## src/rtl/ws2812_decoder_pkg.sv

```systemverilog
// WS2812 shared timing constants, expressed in 50 ns sample ticks,
// plus the receive-side decoder state encoding.
package timing_constants;

    localparam int T0H_MIN_S = 4;
    localparam int T0H_MAX_S = 10;
    localparam int T1H_MIN_S = 11;
    localparam int T1H_MAX_S = 17;
    localparam int TL_MIN_S  = 4;
    localparam int TRESET_S  = 1000;

    typedef enum logic [1:0] {
        ST_WAIT_RESET,
        ST_IDLE,
        ST_HIGH,
        ST_LOW
    } ws2812_dec_state_t;

endpackage

```

## src/rtl/ws2812_decoder_line_sampler.sv

```systemverilog
// WS2812 line sampler: 2-flop synchronizer and a divide-by-CLK_DIV
// sample tick. The level output is the second synchronizer flop.
module ws2812_line_sampler #(
    parameter int CLK_DIV = 5
) (
    input  logic clk,
    input  logic rst,
    input  logic din,
    output logic tick,
    output logic level
);

    localparam int PW = (CLK_DIV > 1) ? $clog2(CLK_DIV) : 1;
    localparam logic [PW-1:0] LAST = PW'(CLK_DIV - 1);

    logic [PW-1:0] phase;
    logic          sync1;
    logic          sync2;

    // Synchronize the line and run the free-running prescaler.
    always_ff @(posedge clk) begin
        if (rst) begin
            sync1 <= 1'b0;
            sync2 <= 1'b0;
            phase <= '0;
        end else begin
            sync1 <= din;
            sync2 <= sync1;
            if (phase == LAST) begin
                phase <= '0;
            end else begin
                phase <= phase + 1'b1;
            end
        end
    end

    assign tick  = (phase == LAST);
    assign level = sync2;

endmodule

```

## src/rtl/ws2812_decoder.sv

```systemverilog
// WS2812 receiver: measures pulse widths on sample ticks, decodes
// bits and emits 24-bit GRB pixels with a per-frame index.
module ws2812_decoder
    import timing_constants::*;
#(
    parameter int WIDTH_COUNTER = 16,
    parameter int CLK_DIV       = 5
) (
    input  logic                     clk,
    input  logic                     rst,
    input  logic                     din,
    output logic [23:0]              pixel_o,
    output logic                     pixel_valid_o,
    output logic [WIDTH_COUNTER-1:0] pixel_index_o,
    output logic                     frame_end_o,
    output logic                     bit_error_o,
    output logic                     busy_o
);

    localparam int W = WIDTH_COUNTER;
    localparam logic [W-1:0] C_T0H_MIN = W'(T0H_MIN_S);
    localparam logic [W-1:0] C_T0H_MAX = W'(T0H_MAX_S);
    localparam logic [W-1:0] C_T1H_MIN = W'(T1H_MIN_S);
    localparam logic [W-1:0] C_T1H_MAX = W'(T1H_MAX_S);
    localparam logic [W-1:0] C_TL_MIN  = W'(TL_MIN_S);
    localparam logic [W-1:0] C_TRESET  = W'(TRESET_S);
    localparam logic [W-1:0] C_ONE     = W'(1);

    logic tick;
    logic level;

    ws2812_line_sampler #(
        .CLK_DIV (CLK_DIV)
    ) u_sampler (
        .clk   (clk),
        .rst   (rst),
        .din   (din),
        .tick  (tick),
        .level (level)
    );

    ws2812_dec_state_t state, state_n;
    logic [W-1:0] cnt, cnt_n, cnt_inc;
    logic [W-1:0] idx, idx_n, idx_inc;
    logic [22:0]  sr, sr_n;
    logic [4:0]   bitcnt, bitcnt_n;
    logic [23:0]  pixel_n;
    logic [W-1:0] index_n;
    logic         valid_n, fe_n, be_n;
    logic         is0, is1, err;

    // State, counters and registered outputs.
    always_ff @(posedge clk) begin
        if (rst) begin
            state         <= ST_WAIT_RESET;
            cnt           <= '0;
            idx           <= '0;
            sr            <= '0;
            bitcnt        <= '0;
            pixel_o       <= '0;
            pixel_index_o <= '0;
            pixel_valid_o <= 1'b0;
            frame_end_o   <= 1'b0;
            bit_error_o   <= 1'b0;
        end else begin
            state         <= state_n;
            cnt           <= cnt_n;
            idx           <= idx_n;
            sr            <= sr_n;
            bitcnt        <= bitcnt_n;
            pixel_o       <= pixel_n;
            pixel_index_o <= index_n;
            pixel_valid_o <= valid_n;
            frame_end_o   <= fe_n;
            bit_error_o   <= be_n;
        end
    end

    // Next-state decode; everything advances only on sample ticks.
    always_comb begin
        state_n  = state;
        cnt_n    = cnt;
        idx_n    = idx;
        sr_n     = sr;
        bitcnt_n = bitcnt;
        pixel_n  = pixel_o;
        index_n  = pixel_index_o;
        valid_n  = 1'b0;
        fe_n     = 1'b0;
        be_n     = 1'b0;
        err      = 1'b0;
        cnt_inc  = (&cnt) ? cnt : cnt + 1'b1;
        idx_inc  = (&idx) ? idx : idx + 1'b1;
        is0      = (cnt >= C_T0H_MIN) && (cnt <= C_T0H_MAX);
        is1      = (cnt >= C_T1H_MIN) && (cnt <= C_T1H_MAX);
        if (tick) begin
            unique case (state)
                ST_WAIT_RESET: begin
                    if (level) begin
                        cnt_n = '0;
                    end else if (cnt_inc >= C_TRESET) begin
                        state_n = ST_IDLE;
                        cnt_n   = '0;
                    end else begin
                        cnt_n = cnt_inc;
                    end
                end
                ST_IDLE: begin
                    if (level) begin
                        state_n = ST_HIGH;
                        cnt_n   = C_ONE;
                    end
                end
                ST_HIGH: begin
                    if (level) begin
                        cnt_n = cnt_inc;
                        err   = (cnt_inc > C_T1H_MAX);
                    end else if (!(is0 || is1)) begin
                        err = 1'b1;
                    end else begin
                        sr_n = {sr[21:0], is1};
                        if (bitcnt == 5'd23) begin
                            pixel_n  = {sr, is1};
                            valid_n  = 1'b1;
                            index_n  = idx;
                            idx_n    = idx_inc;
                            bitcnt_n = '0;
                        end else begin
                            bitcnt_n = bitcnt + 1'b1;
                        end
                        state_n = ST_LOW;
                        cnt_n   = C_ONE;
                    end
                end
                ST_LOW: begin
                    if (level) begin
                        if (cnt < C_TL_MIN) begin
                            err = 1'b1;
                        end else begin
                            state_n = ST_HIGH;
                            cnt_n   = C_ONE;
                        end
                    end else if (cnt_inc >= C_TRESET) begin
                        fe_n     = 1'b1;
                        be_n     = (bitcnt != 5'd0);
                        bitcnt_n = '0;
                        idx_n    = '0;
                        state_n  = ST_IDLE;
                        cnt_n    = '0;
                    end else begin
                        cnt_n = cnt_inc;
                    end
                end
            endcase
            if (err) begin
                be_n     = 1'b1;
                bitcnt_n = '0;
                idx_n    = '0;
                state_n  = ST_WAIT_RESET;
                cnt_n    = '0;
            end
        end
    end

    assign busy_o = (state == ST_HIGH) || (state == ST_LOW);

endmodule

```

## config.mk

```make
export PLATFORM = sky130hd
export DESIGN_NAME = ws2812_decoder
export DESIGN_NICKNAME = d
export VERILOG_FILES = /design/src/rtl/ws2812_decoder_pkg.sv /design/src/rtl/ws2812_decoder_line_sampler.sv /design/src/rtl/ws2812_decoder.sv
export SDC_FILE = /design/constraint.sdc
export NUM_CORES = 1
export LEC_CHECK = 0
export BUFFER_PORTS_ARGS = -buffer_cell sky130_fd_sc_hd__clkbuf_2
export CAP_MARGIN = 0
export CORE_ASPECT_RATIO = 1.1
export CORE_MARGIN = 2
export CORE_UTILIZATION = 55
export CTS_BUF_LIST = sky130_fd_sc_hd__clkbuf_2 sky130_fd_sc_hd__clkbuf_4 sky130_fd_sc_hd__clkbuf_8
export DETAILED_ROUTE_END_ITERATION = 10
export HOLD_SLACK_MARGIN = 0.05
export PLACE_DENSITY_LB_ADDON = 0.3
export SETUP_SLACK_MARGIN = 0.02
export SYNTH_ARGS = -nofsm -noshare
export SYNTH_HDL_FRONTEND = slang
export SYNTH_SLANG_ARGS = --single-unit
export TNS_END_PERCENT = 30
```

## constraint.sdc

```tcl
create_clock -name clk -period 4.3 [get_ports clk]
set_input_delay 0.86 -clock clk [delete_from_list [all_inputs] [get_ports clk]]
set_output_delay 0.86 -clock clk [all_outputs]
set_load 0.01 [all_outputs]
```

==> results.yml, run 1 <==
run_status:
  status: "complete, no violations"
route:
  routed_wl_mm: 10.84
  viasPerCell: 5.754
  dr.pass1.iters: 5
  drc: 0
  routedWlPerCell_um: 13.82
  drt_iter0_markers: 250
  antenna_left: 0
  vias: 4511
cells_and_area:
  drive_gt1_frac: 0.1328
  antenna_cells: 0
  n_fill_cell: 826
  syn_to_final_growth_pct: 8.539
  regArea_um2: 2202
  multi_input_area_um2: 2641
  final_nets: 678
global_routing:
  grt_use_total: 0.2250
  grt_overflow: 0
  antenna_found_initial: 0
  grt_max_degree: 74
  grt_pass1_wl_mm: 18.32
  grt_pass1_vias: 3971
power:
  power_leakage_nw: 1.888
  finalPower_mw: 1.644
  ir_worst_vdd_mv: 0.1995
  powerDensity_nw_per_um2: 298.7
clock_network:
  cts_resized: 0
  cts.clk_slew.worst_paths_ns: 0.10
  cts-htree-levels: 3
  post-cts-setup-buffer-count: 0
  holdBufCountCts: 0
  cts_tree: "yes"
  clock_tree.buffer_depth: 2
  cts_sinks: 110
  clock_latency_ns: 0.39
  cts_root_buffer: "clkbuf_8"
  numCtsBuffers: 9
floorplanning:
  start_util: 0.5685
  die_w_um: 95.54
  dieArea_um2: 10000
  pin_count: 47
  core_um2: 8919
  core.rowCount: 36
  die_y_um: 104.7
sta:
  finalSetupViolCount: 0
  period_minus_slack_ns: 3.379
  drv_slew: 0
  hold_violations: 0
  skew_ns: 0.01320
  worstMarginPinSlew_ns: 0.9259
  maxSlewHeadroom: 0.3805
  max_freq_mhz: 296.0
  rsz0062_at_grt: "false"
  fin_hold_ws_ns: 0.4590
  fin_crit_sh: 0.7858
  fin_tns_setup_ns: 0
synthesis:
  synth_edf_count: 0
  syn_nets: 655
  synth.avg_cell_area_um2: 7.885
  ys_warn_count: 0
  yosysTopAreaCell: "dfxtp_1"
  netlist_area_um2: 5070
  synthFlopType: "dfxtp_1"
  ys_seq_elements: 110
  synth_area_leaders: "dfxtp_1 (43%), nand2_1 (12%), a21oi_1 (8.1%), o21ai_0 (2.5%), nor2b_1 (2.3%)"
  synth_top_area_frac: 0.4344
  netlist_instances: 643
  synthArstFlopShare: 0
  netlist-cell-type-count: 67
  ys_seq_area_frac: 0.4344
placed_design:
  gp_congestion: 0.9659
  portBuffers: 46
  dpl.hpwl_mm: 7.385
critical_path:
  rr_worst_depth: 10
  crit_required_ns: 4.56
  endpoint_kind: "register"
  start_kind: "register"
  r2r_setup_slack_ns: 0.92
  crit_type: "reg2reg"
  r2r-start: "cnt[0]"
  cp.arrival_ns: 3.64
  path_max_fanout: 19
  critical_path.reg2reg.endpoint: "idx[3]"
min_path:
  hold_depth: 2
  hp-start: "pixel_o[13]"
  hold_path_end: "pixel_o[13]"
  hold_path_class: "reg2reg"
run:
  cap_violations: 0
[report_power, final]
part           internal [mW]  leakage (nW)  switching (mW)
sequential              1.02         0.887         0.00341
combinational         0.0104         0.921          0.0275
clock                  0.220        0.0803           0.361
total                   1.25          1.89           0.391
[layout make-up]
cell class,count,area share
repair buffers,52,0.05002
clock inverters,5,0.007731
flip-flops and latches,110,0.4002
multi-input cells,475,0.4800
clock buffers,10,0.02387
well taps,114,0.02592
inverters,18,0.01228
[Yosys cell counts, types with 2 or more instances]
cell type and n:
or3b_1 2, or4_1 2, xnor2_1 3, a21oi_1 82
o31a_1 3, nand3_1 15, nand2_1 159, clkbuf_1 30
nand4b_1 2, or3_1 6, a21o_1 2, a31oi_2 2
o22ai_1 4, nor3b_1 3, and3_1 10, ha_1 9
and2_1 11, o21a_1 3, nand4_1 3, nor4_1 3
a41oi_1 2, nand3b_1 2, buf_2 9, a31oi_1 6
nand2b_1 7, o211ai_1 2, o21ai_1 8, o22a_1 2
nor3_1 11, a211oi_1 3, nor2_1 26, o31ai_1 7
dfxtp_1 110, o21bai_1 2, inv_1 18, o21ai_0 25
nor2b_1 19
[routing by layer]
layer | track usage | up-vias | part of all wire
met5 | 0 | - | 0
met2 | 0.3611 | 137 | 0.49
met3 | 0.04542 | 27 | 0.049
met1 | 0.2927 | 2092 | 0.43
met4 | 0.09082 | 0 | 0.024
li1 | - | 2255 | -
[placed cells by master, fill, tap and decap left out, types with 7 or more instances in the layout]
master    netlist  layout
nand2_1       159     159
dfxtp_1       110     110
a21oi_1        82      82
clkbuf_2        0      45
nor2_1         26      25
o21ai_0        25      25
nor2b_1        19      19
inv_1          18      18
nand3_1        15      15
nor3_1         11      11
and2_1         11      11
and3_1         10      10
ha_1            9       9
clkbuf_8        0       9
o21ai_1         8       8
o31ai_1         7       7
nand2b_1        7       7
[logic make-up after synthesis]
logic type               after synthesis  share of synthesized area
flip-flops                           110                     0.4344
XOR/XNOR                               3                   0.005184
AND/OR/NAND/NOR                      294                     0.2821
buffers and inverters                 58                    0.04516
adder cells (fa/ha/maj)                9                    0.02221
AO/OA/AOI/OAI                        169                     0.2110
[flip-flops by register name, indices dropped and copies added (netlist names)]
signal,cells
u_sampler.level,1
bitcnt,5
pixel_o,24
u_sampler.sync1,1
pixel_index_o,16
state,2
sr,23
cnt,16
frame_end_o,1
idx,16
u_sampler.phase,3
bit_error_o,1
pixel_valid_o,1
[worst max-delay path, cell delays in order (launching register included)]
cell	delay, ns
dfxtp_1	0.49
ha_1	0.35
nand4_1	0.34
nor4_4	0.48
o21ai_1	0.14
and2_1	0.19
a41oi_1	0.26
o21a_1	0.60
nor2b_1	0.11
o21ai_0	0.20
o31ai_1	0.10
[worst max path at each step]
stage	to	slack, ns	start	cells after the start
detailed placement	bitcnt[3]	1.02	cnt[0]	10
CTS	idx[1]	1.01	cnt[0]	10
floorplan	idx[1]	1.50	cnt[0]	10
finish	idx[3]	0.92	cnt[0]	10
global placement	idx[1]	1.16	cnt[0]	10
global route	bitcnt[2]	0.58	cnt[0]	10
[per-stage QoR]
| step | utilization | setup WS [ns] | instance area [um^2] | cells |
|---|---|---|---|---|
| after floorplan | - | 1.497 | 5070 | 643 |
| after global placement | 0.5975 | 1.157 | 5329 | 769 |
| after detailed placement | 0.5975 | 1.024 | 5329 | 769 |
| after CTS | 0.6170 | 1.014 | 5503 | 784 |
| after global routing | 0.6170 | 0.5822 | 5503 | 784 |
| final | 0.6170 | 0.9211 | 5503 | 784 |
Power figures use the tool's default switching activity.
==> run 2: changes to the inputs <==
ABC_AREA = 1   (was not set)
clock period = 3.22 ns   (was 4.3 ns; I/O delays follow)
==> run 2 against run 1 <==
Sequential share of layout area decreased by 2.9 points. Critical endpoint is now idx[5]. Core utilization down 0.74 points. Critical path type unchanged. Sequential power rose by 34%. Hold slack worse by 0.047 ns. Synthesized cell count up 25%. Combinational power rose to 2.9 times the previous value. Final area up 8.0%.
==> results.yml, run 2 <==
global_routing:
  grt_overflow: 0
  grt_use_total: 0.2449
  grt_max_degree: 37
  grt_pass1_wl_mm: 21.63
  grt_pass1_vias: 4806
  antenna_found_initial: 0
route:
  drc: 0
  routed_wl_mm: 12.80
  vias: 5204
  drt_iter0_markers: 313
  antenna_left: 0
  routedWlPerCell_um: 13.32
  dr.pass1.iters: 5
  viasPerCell: 5.415
critical_path:
  crit_required_ns: 3.51
  cp_cell_sequence: "ha_1 -> nand2_1 -> nor2_2 -> nand2_2 -> inv_2 -> nand2_2 -> nand3_1 -> nand2_1 -> nor2_1 -> nand2_1 -> nand3_2 -> a21oi_2 -> nor2_4 -> buf_4 -> nand3_1 -> nand2_1 -> nor2_1"
  crit_type: "reg2reg"
  start_kind: "register"
  endpoint_kind: "register"
  crit_top_cell: "nand2_1"
  r2r_setup_slack_ns: 0.39
  critPathMaxStageDelay_ns: 0.45
  path_max_fanout: 24
  crit_slowest_cell: "dfxtp_1"
  cp.arrival_ns: 3.11
synthesis:
  netlist_instances: 802
  synth_edf_count: 0
  synth_top_area_frac: 0.4059
  synth.avg_cell_area_um2: 6.765
  netlist-cell-type-count: 39
  ys_seq_area_frac: 0.4059
  synth_area_leaders: "dfxtp_1 (41%), nand2_1 (9.5%), nor2_1 (9.5%), inv_1 (6.3%), nand3_1 (6.0%)"
  syn_nets: 814
  yosysMostFrequentCell: "nand2_1"
  yosysTopAreaCell: "dfxtp_1"
  netlist_area_um2: 5425
  synthFlopType: "dfxtp_1"
  ys_warn_count: 0
  ys_seq_elements: 110
  synth_common_cells: "nand2_1 (138), nor2_1 (137), dfxtp_1 (110), inv_1 (91), nand3_1 (65)"
  synthArstFlopShare: 0
cells_and_area:
  layout_commonest_cell: "nor2_1"
  layout_common_cells: "nor2_1 (137), nand2_1 (136), dfxtp_1 (109)"
  largest_reg_flops: 24
  antenna_cells: 0
  finalInstanceArea_um2: 5942
  drive_gt1_frac: 0.1141
  final_nets: 848
  final_core_util: 0.6096
  top_regs: "pixel_o (24), sr (23)"
  regMostFlops: "pixel_o"
  syn_to_final_growth_pct: 9.525
floorplanning:
  core.rowCount: 38
  pin_count: 47
  start_util: 0.5566
  core_um2: 9747
  die_y_um: 108.2
  die_w_um: 98.70
  dieArea_um2: 10680
clock_network:
  cts_tree: "yes"
  cts.clk_slew.worst_paths_ns: 0.11
  numCtsBuffers: 9
  cts_sinks: 110
  holdBufCountCts: 0
  cts_root_buffer: "clkbuf_8"
  clock_tree.buffer_depth: 2
  cts-htree-levels: 3
  clock_latency_ns: 0.39
sta:
  period_minus_slack_ns: 2.828
  fin_tns_setup_ns: 0
  max_freq_mhz: 353.6
  drv_slew: 0
  rsz0062_at_grt: "false"
  maxSlewHeadroom: 0.6722
  worstMarginPinSlew_ns: 0.4909
  finalSetupViolCount: 0
  fin_crit_sh: 0.8783
  skew_ns: 0.01435
  hold_violations: 0
run_status:
  status: "complete, no violations"
placed_design:
  placed_area_um2: 5737
  dpl.hpwl_mm: 9.129
  portBuffers: 46
  gp_congestion: 1.004
power:
  power_leakage_nw: 2.628
  ir_worst_vdd_mv: 0.2612
  powerDensity_nw_per_um2: 389.4
run:
  cap_violations: 0
min_path:
  hold_path_class: "reg2reg"
[run 2: metal layers]
metal	part of all wire	wire length, um	up-vias	GRT usage
li1	-	-	2659	-
met1	0.45	5745	2392	0.3122
met2	0.48	6187	127	0.4140
met3	0.038	489	26	0.02586
met4	0.029	376	0	0.1233
met5	0	0	-	0
[run 2: worst paths after layout]
check                                     start         endpoint  cells after the start
worst max-delay path                     cnt[1]           idx[5]                     17
worst min-delay path            u_sampler.sync1  u_sampler.level                      2
worst max register to register           cnt[1]           idx[5]                     17
worst min register to register  u_sampler.sync1  u_sampler.level                      2
[run 2: layout make-up]
class,instances,area [um^2]
Clock inverter,7,75.07
Timing Repair Buffer,59,327.8
Multi-Input combinational cell,561,2705
Sequential cell,110,2203
Fill cell,916,3805
Inverter,95,356.6
Clock buffer,9,123.9
Tap cell,120,150.1
[run 2: repair_timing]
action	CTS	global route
buffers inserted	0	0
endpoints found under the setup margin	0	12
gates resized for setup	0	3
[run 2: per-stage QoR]
| stage | setup WS [ns] | instances | hold WS (ns) | power (mW) |
|---|---|---|---|---|
| 2_1_floorplan | 0.9406 | 802 | 0.3883 | 1.486 |
| 3_3_place_gp | 0.4592 | 945 | 0.3959 | 1.511 |
| 3_5_place_dp | 0.3614 | 945 | 0.3979 | 1.515 |
| 4_1_cts | 0.3494 | 961 | 0.4148 | 2.327 |
| 5_1_grt | 0.04369 | 961 | 0.4461 | 2.391 |
| 6_report | 0.3920 | 961 | 0.4116 | 2.314 |
[run 2: worst max-delay path: cells and delay by family, from the launching register on]
kind / cells / cell delay, ns
and+or+nand+nor: 13 / 1.54
DFF: 1 / 0.45
adders and majority gates: 1 / 0.30
AOI/OAI and AO/OA: 1 / 0.09
buffers and inverters: 2 / 0.37
[run 2: power breakdown]
group,leakage [nW],switching [mW],internal (mW),total (mW)
Sequential,0.887,0.00780,1.37,1.38
Clock,0.0985,0.520,0.308,0.828
Combinational,1.64,0.0770,0.0323,0.109
[run 2: kinds of logic (layout without fill, tap and decap cells)]
kind of cell             after synthesis  count (layout)  synth area share
adder cells (fa/ha/maj)                9               9           0.02076
XOR/XNOR                              12              12           0.01937
buffers and inverters                131             170           0.09640
AO/OA/AOI/OAI                        148             148            0.1446
AND/OR/NAND/NOR                      392             392            0.3130
flip-flops                           110             110            0.4059
